`config.mk`:
```
export PLATFORM = sky130hd
export DESIGN_NAME = serial_pattern_tx
export DESIGN_NICKNAME = d
export VERILOG_FILES = /design/src/rtl/serial_pattern_tx.sv
export SDC_FILE = /design/constraint.sdc
export NUM_CORES = 1
export LEC_CHECK = 0
export BUFFER_PORTS_ARGS = -buffer_cell sky130_fd_sc_hd__buf_2
export CORE_UTILIZATION = 62
export CTS_BUF_LIST = sky130_fd_sc_hd__clkbuf_8
export DETAILED_ROUTE_END_ITERATION = 16
export HOLD_SLACK_MARGIN = 0.03
export PLACE_DENSITY = 0.87
export SYNTH_ARGS = -nofsm -noshare
export SYNTH_HDL_FRONTEND = slang
export SYNTH_SLANG_ARGS = --single-unit
```
`constraint.sdc`:
```
create_clock -name clk -period 3.37 [get_ports clk]
set_input_delay 0.337 -clock clk [delete_from_list [all_inputs] [get_ports clk]]
set_output_delay 0.337 -clock clk [all_outputs]
set_load 0.01 [all_outputs]
```
`src/rtl/serial_pattern_tx.sv`:
```
`default_nettype none
// ============================================================================
// Module   : serial_pattern_tx
// Purpose  : Moore serial pattern transmitter. Accepts a WIDTH-bit word and a
//            repeat count over a valid/ready handshake, then shifts the word
//            out MSB-first (reps+1) times back-to-back and pulses done.
// Revision : 1.0 - initial release
// ============================================================================
module serial_pattern_tx #(
  parameter int WIDTH = 4,
  parameter int CNT_W = 4
) (
  input  logic             clk,
  input  logic             rst,
  input  logic             load_valid,
  input  logic [WIDTH-1:0] load_data,
  input  logic [CNT_W-1:0] load_reps,
  output logic             load_ready,
  output logic             out,
  output logic             out_valid,
  output logic             busy,
  output logic             done
);

  // Bit counter only needs to index WIDTH positions; keep at least one bit.
  localparam int BC_W = (WIDTH > 2) ? $clog2(WIDTH) : 1;
  localparam logic [BC_W-1:0] c_LAST_BIT = BC_W'(WIDTH - 1);

  typedef enum logic [1:0] {
    S_IDLE  = 2'd0,
    S_SHIFT = 2'd1,
    S_DONE  = 2'd2
  } state_t;

  state_t           r_state;
  state_t           w_state_nxt;
  logic [WIDTH-1:0] r_shift;
  logic [WIDTH-1:0] r_saved;
  logic [CNT_W-1:0] r_rep_cnt;
  logic [BC_W-1:0]  r_bit_cnt;
  logic             w_last_bit;
  logic             w_rep_zero;

  assign w_last_bit = (r_bit_cnt == c_LAST_BIT);
  assign w_rep_zero = (r_rep_cnt == '0);

  // State register.
  always_ff @(posedge clk) begin
    if (rst) begin
      r_state <= S_IDLE;
    end else begin
      r_state <= w_state_nxt;
    end
  end

  // Next-state and state-decoded outputs; out also uses the registered MSB.
  always_comb begin
    w_state_nxt = r_state;
    load_ready  = 1'b0;
    out         = 1'b0;
    out_valid   = 1'b0;
    busy        = 1'b0;
    done        = 1'b0;
    case (r_state)
      S_IDLE: begin
        load_ready = 1'b1;
        if (load_valid) begin
          w_state_nxt = S_SHIFT;
        end
      end
      S_SHIFT: begin
        out       = r_shift[WIDTH-1];
        out_valid = 1'b1;
        busy      = 1'b1;
        if (w_last_bit && w_rep_zero) begin
          w_state_nxt = S_DONE;
        end
      end
      S_DONE: begin
        done        = 1'b1;
        busy        = 1'b1;
        w_state_nxt = S_IDLE;
      end
      default: begin
        w_state_nxt = S_IDLE;
      end
    endcase
  end

  // Datapath: capture on accept, shift each SHIFT cycle, reload between
  // repetitions so the next frame follows with no gap.
  always_ff @(posedge clk) begin
    if (rst) begin
      r_shift   <= '0;
      r_saved   <= '0;
      r_rep_cnt <= '0;
      r_bit_cnt <= '0;
    end else begin
      case (r_state)
        S_IDLE: begin
          if (load_valid) begin
            r_shift   <= load_data;
            r_saved   <= load_data;
            r_rep_cnt <= load_reps;
            r_bit_cnt <= '0;
          end
        end
        S_SHIFT: begin
          if (w_last_bit) begin
            r_bit_cnt <= '0;
            if (!w_rep_zero) begin
              r_shift   <= r_saved;
              r_rep_cnt <= r_rep_cnt - 1'b1;
            end else begin
              r_shift <= {r_shift[WIDTH-2:0], 1'b0};
            end
          end else begin
            r_shift   <= {r_shift[WIDTH-2:0], 1'b0};
            r_bit_cnt <= r_bit_cnt + 1'b1;
          end
        end
        default: begin
        end
      endcase
    end
  end

endmodule
`default_nettype wire

```
### Word level (Yosys, flattened, before mapping)

Cells that the tools add are included.
W data, S select, Z words.

* word-level logic and storage cells: 42
* register bits after elaboration: 16
* input bits: 11
* output and inout bits: 5

* equality and inequality tests: 7
* reduce and logical (&&, ||, !) cells: 9
* add/sub/neg operators: 2
* muxes and demuxes: 19

Operators with widths (count)
* $mux W4: 6
* $pmux W4 S2: 2
* $mux W2: 4
* $ne A2 B2 Y1 const B: 4
* $pmux W2 S2: 2
* $reduce_and A2 Y1: 3
* $mux W1: 5
* $eq A2 B2 Y1 const B: 2
* $logic_not A4 Y1: 1
* $reduce_and A4 Y1: 1
* $sub A4 B1 Y4 const B: 1
* $add A2 B1 Y2 const B: 1
* $eq A2 B1 Y1 const B: 1
* $logic_not A2 Y1: 1
* $reduce_bool A2 Y1: 1
* $reduce_or A2 Y1: 1
* $logic_and A1 B1 Y1: 1

### Longest topological paths before layout

* word-level depth: 4
* gate-level depth with buffers: 7
* gate-level depth less buffers: 5

### Worst setup path after synthesis

Ideal clock, no wire load.

* path kind: flip-flop to flip-flop
* start: register r_state[0]
* end: register r_state[1]
* setup slack: 1.764 ns
* buffers on the path: 1
* required time: 3.308 ns
* cell stages (with the launch flop): 7
* library setup time: 0.062 ns
* clock period less this slack: 1.606 ns
* arrival time: 1.544 ns
* cell sequence: dfxtp_1 -> inv_1 -> ha_1 -> buf_2 -> nor2b_1 -> or4b_1 -> nand3_1

* cells in the longest elaborated chain, start to end: 3
* elaborated cells between the ends (all ways): 6
* those cells by class: 3 x eq/ne; 1 x mux; 2 x reduce/logical

Ends and longest elaborated chain
* from (decl): line 35 `state_t r_state;`
* from (signal assigned): line 52 `r_state <= w_state_nxt;`
* $eq A2 B1 Y1 / $logic_not A2 Y1 (equally long branches): line 64 `case (r_state)`
* $ne A2 B2 Y1 (no source line)
* $reduce_and A2 Y1 (no source line)

Parallel ways exist; a longest one is shown, timed or not.
A chain may end at the register's enable or synchronous reset.

### Worst setup path after layout

* start: register r_state[1]
* end: output port out

* cells in the longest elaborated chain, start to end: 2

Ends and longest elaborated chain
* $eq A2 B1 Y1: line 64
* $mux W1: line 64
* to (decl): line 19 `output logic out,`

Every way passes these cells.

==> results.py <==
metrics = {
    "run_status": {
        "status": "completed",
    },
    "clock_tree": {
        "htreeDepth": 1,
        "numCtsBuffers": 3,
        "postCtsHoldBufs": 0,
        "clock_path_buffers": 2,
        "tritoncts": "yes",
        "post-cts-setup-buffers": 0,
        "cts_resized": 0,
        "cts_root_buf": "clkbuf_8",
        "clkSinkCount": 16,
        "worstSkewPairLatency_ps": 250,
        "clkTransAtPathRegs_ps": 70,
    },
    "finish": {
        "seq_area_um2": 320.3,
        "multiInputGateArea_um2": 615.6,
        "area_growth_pct": 10.22,
        "drive_above_1_share_pct": 16.67,
        "mostFrequentLayoutCells": "dfxtp_1, buf_2, nand2_1, inv_1",
        "final_common_cell": "dfxtp_1",
        "instances_no_fill": 148,
        "antennaDiodeCount": 0,
        "final.fill_count": 128,
        "final_nets": 150,
    },
    "worst_setup_path": {
        "cpPeakStageDelay_ps": 750,
        "cp_max_fo": 28,
        "worstPathRequired_ps": 3030,
        "r2r-end": "r_rep_cnt[1]",
        "crit_chain": "inv_1 -> ha_1 -> and2_1 -> buf_2",
        "slowest_stage": "ha_1",
        "endpoint_kind": "output pin",
        "path_buf_inv": 2,
        "crit_arrival_ps": 1820,
        "worstReg2RegStart": "r_state[1]",
        "cp.depth": 4,
        "rr_worst_depth": 5,
        "r2r_slack_ps": 1320,
        "cp-start-kind": "register",
        "worst-setup-path-type": "register to output pin",
        "critPathTopFamily": "adder cells",
        "crit_start": "r_state[1]",
    },
    "synthesis": {
        "ys_types": 36,
        "ys_seq_area_share_pct": 31.53,
        "ys_warn_count": 0,
        "yosys.area.top_type": "dfxtp_1",
        "synth_area_mm2": 0.001016,
        "syn_nets": 139,
        "yosys-top-cells-area": "dfxtp_1, ha_1, o211ai_1, nand2_1, nand4_1",
        "avgSynthCellArea_um2": 8.328,
        "synth_cells": 122,
        "yosysTopAreaCellShare_pct": 31.53,
        "ys_seq_elements": 16,
    },
    "power": {
        "cellLeakagePower_uw": 0.0004450,
        "p_int_uw": 409.9,
        "seqPwrFrac_pct": 38.4,
        "swShare_pct": 35.84,
        "combPwrFrac_pct": 34.5,
        "p_per_area_mw_per_mm2": 570.6,
        "power.switching_uw": 229.0,
        "clock_power_share_pct": 27.1,
        "ir_worst_vdd_v": 0.0003309,
    },
    "worst_hold_path": {
        "hp-class": "input port to register",
        "min_to": "r_saved[1]",
        "min_path_cells": 3,
        "min-delay-start": "load_data[1]",
    },
    "routing": {
        "wl_per_cell_um": 16.53,
        "drt_iter0_drc": 21,
        "drt-total-wl_mm": 2.447,
        "antenna_left": 0,
        "vias": 979,
        "drc_errors": 0,
        "firstDrtPassIters": 4,
        "viasPerCell": 6.615,
    },
    "place": {
        "placedCellCount": 144,
        "io_buffers": 15,
        "hpwlAfterDp_mm": 1.692,
        "gp_congestion": 0.8947,
    },
    "global_routing": {
        "grt_pass1_wl_mm": 4.209,
        "grt_max_degree": 29,
        "grt-ovfl-total": 0,
        "grt_usage_pct": 30.57,
        "antenna_found_initial": 0,
        "grt_pass1_vias": 960,
    },
    "floorplan": {
        "die_area_mm2": 0.001805,
        "rows": 14,
        "start_util_pct": 66.67,
        "die_h_um": 42.48,
        "coreArea_mm2": 0.001524,
        "die_x_um": 42.48,
        "pin_count": 16,
    },
    "sta": {
        "relSlewSlack_pct": 41.84,
        "period_needed_ps": 2154,
        "finalSetupViolCount": 0,
        "hold_viol": 0,
        "finalCritPeriodShare_pct": 63.91,
        "rsz0062_at_grt": "false",
        "maxSlewViolCount": 0,
        "clock_skew_ps": 2.933,
        "fmax_mhz": 464.3,
        "whs_ps": 366.7,
        "setup_tns_ps": 0,
        "worst_pin_slew_ps": 872.3,
    },
    "job": {
        "cap_violations": 0,
    },
}
[cell families (layout without fill, tap and decap cells)]
family	Yosys count	in the layout	synth area share, %
and+or+nand+nor	44	44	26.35
AOI/OAI and AO/OA	33	33	21.80
buffers and inverters	18	28	7.881
DFF	16	16	31.53
adders and majority gates	6	6	7.389
muxes	4	4	4.187
xor gates and xnor gates	1	1	0.8622
[per-layer routing]
metal	vias up	track usage, %	part of all wire [%]
met5	-	0	0
met4	0	16.88	3.4
met3	10	5.603	3.9
met2	28	50.46	49
met1	467	37.07	44
li1	474	-	-
[synthesized netlist by cell type]
cell type / number
o21ai_0: 7
a21oi_1: 7
and3_1: 1
inv_1: 9
and2_1: 1
nand3_1: 6
nor3_1: 1
nor2b_1: 2
nand4bb_1: 1
nor4bb_1: 1
o21ai_1: 1
nor3b_1: 2
mux2_2: 2
clkbuf_1: 4
o211ai_1: 6
a211o_1: 2
dfxtp_1: 16
o2bb2ai_1: 1
nand4bb_4: 1
nand2b_1: 3
a31oi_1: 1
nand4_1: 6
o31ai_1: 1
mux2i_1: 2
buf_6: 1
or4b_1: 1
buf_2: 4
nor2_1: 4
a32oi_1: 2
or3b_1: 1
o31a_1: 1
nand2_1: 11
ha_1: 6
nor4_1: 2
xnor2_1: 1
a41oi_1: 4
[worst reg2reg max path, cell delays in order (launching register included)]
cell and delay [ps]:
dfxtp_1 350, inv_1 120, ha_1 750, mux2_2 400, nand3_1 180, mux2i_1 150
[layout make-up]
cell class                 instances  share of cell area [%]
multi-input combinational         88                   54.97
sequential                        16                   28.60
timing repair buffer              15                   6.704
clock buffer                       4                   4.916
inverter                           9                   3.017
tap                               16                   1.788
[state kept, by name, summed over array words and instances (netlist names)]
register	count
r_saved	4
r_rep_cnt	4
r_shift	4
r_state	2
r_bit_cnt	2
[power groups by stage]
stage               Combinational, uW  Clock, uW  Sequential [uW]
floorplan                         179          0              237
global placement                  206          0              246
detailed placement                215          0              249
CTS                               217        172              246
global route                      246        178              249
finish                            220        173              245
[worst max-delay path by stage]
stage / to / slack, ps
floorplan: r_state[1] / 1760
global placement: r_rep_cnt[1] / 1470
detailed placement: r_rep_cnt[1] / 1370
CTS: out / 1250
global route: out / 1130
finish: out / 1220
[metrics by stage]
stage,utilization (%),power [uW],cell area (um2),setup WS (ps)
final,73.48,639.0,1120,1216
after global routing,73.48,673.5,1120,1127
after CTS,73.48,635.3,1120,1254
after detailed placement,69.87,464.3,1065,1371
after global placement,69.87,452.9,1065,1466
after floorplan,-,415.3,1016,1764
(Power assumes the default switching activity.)
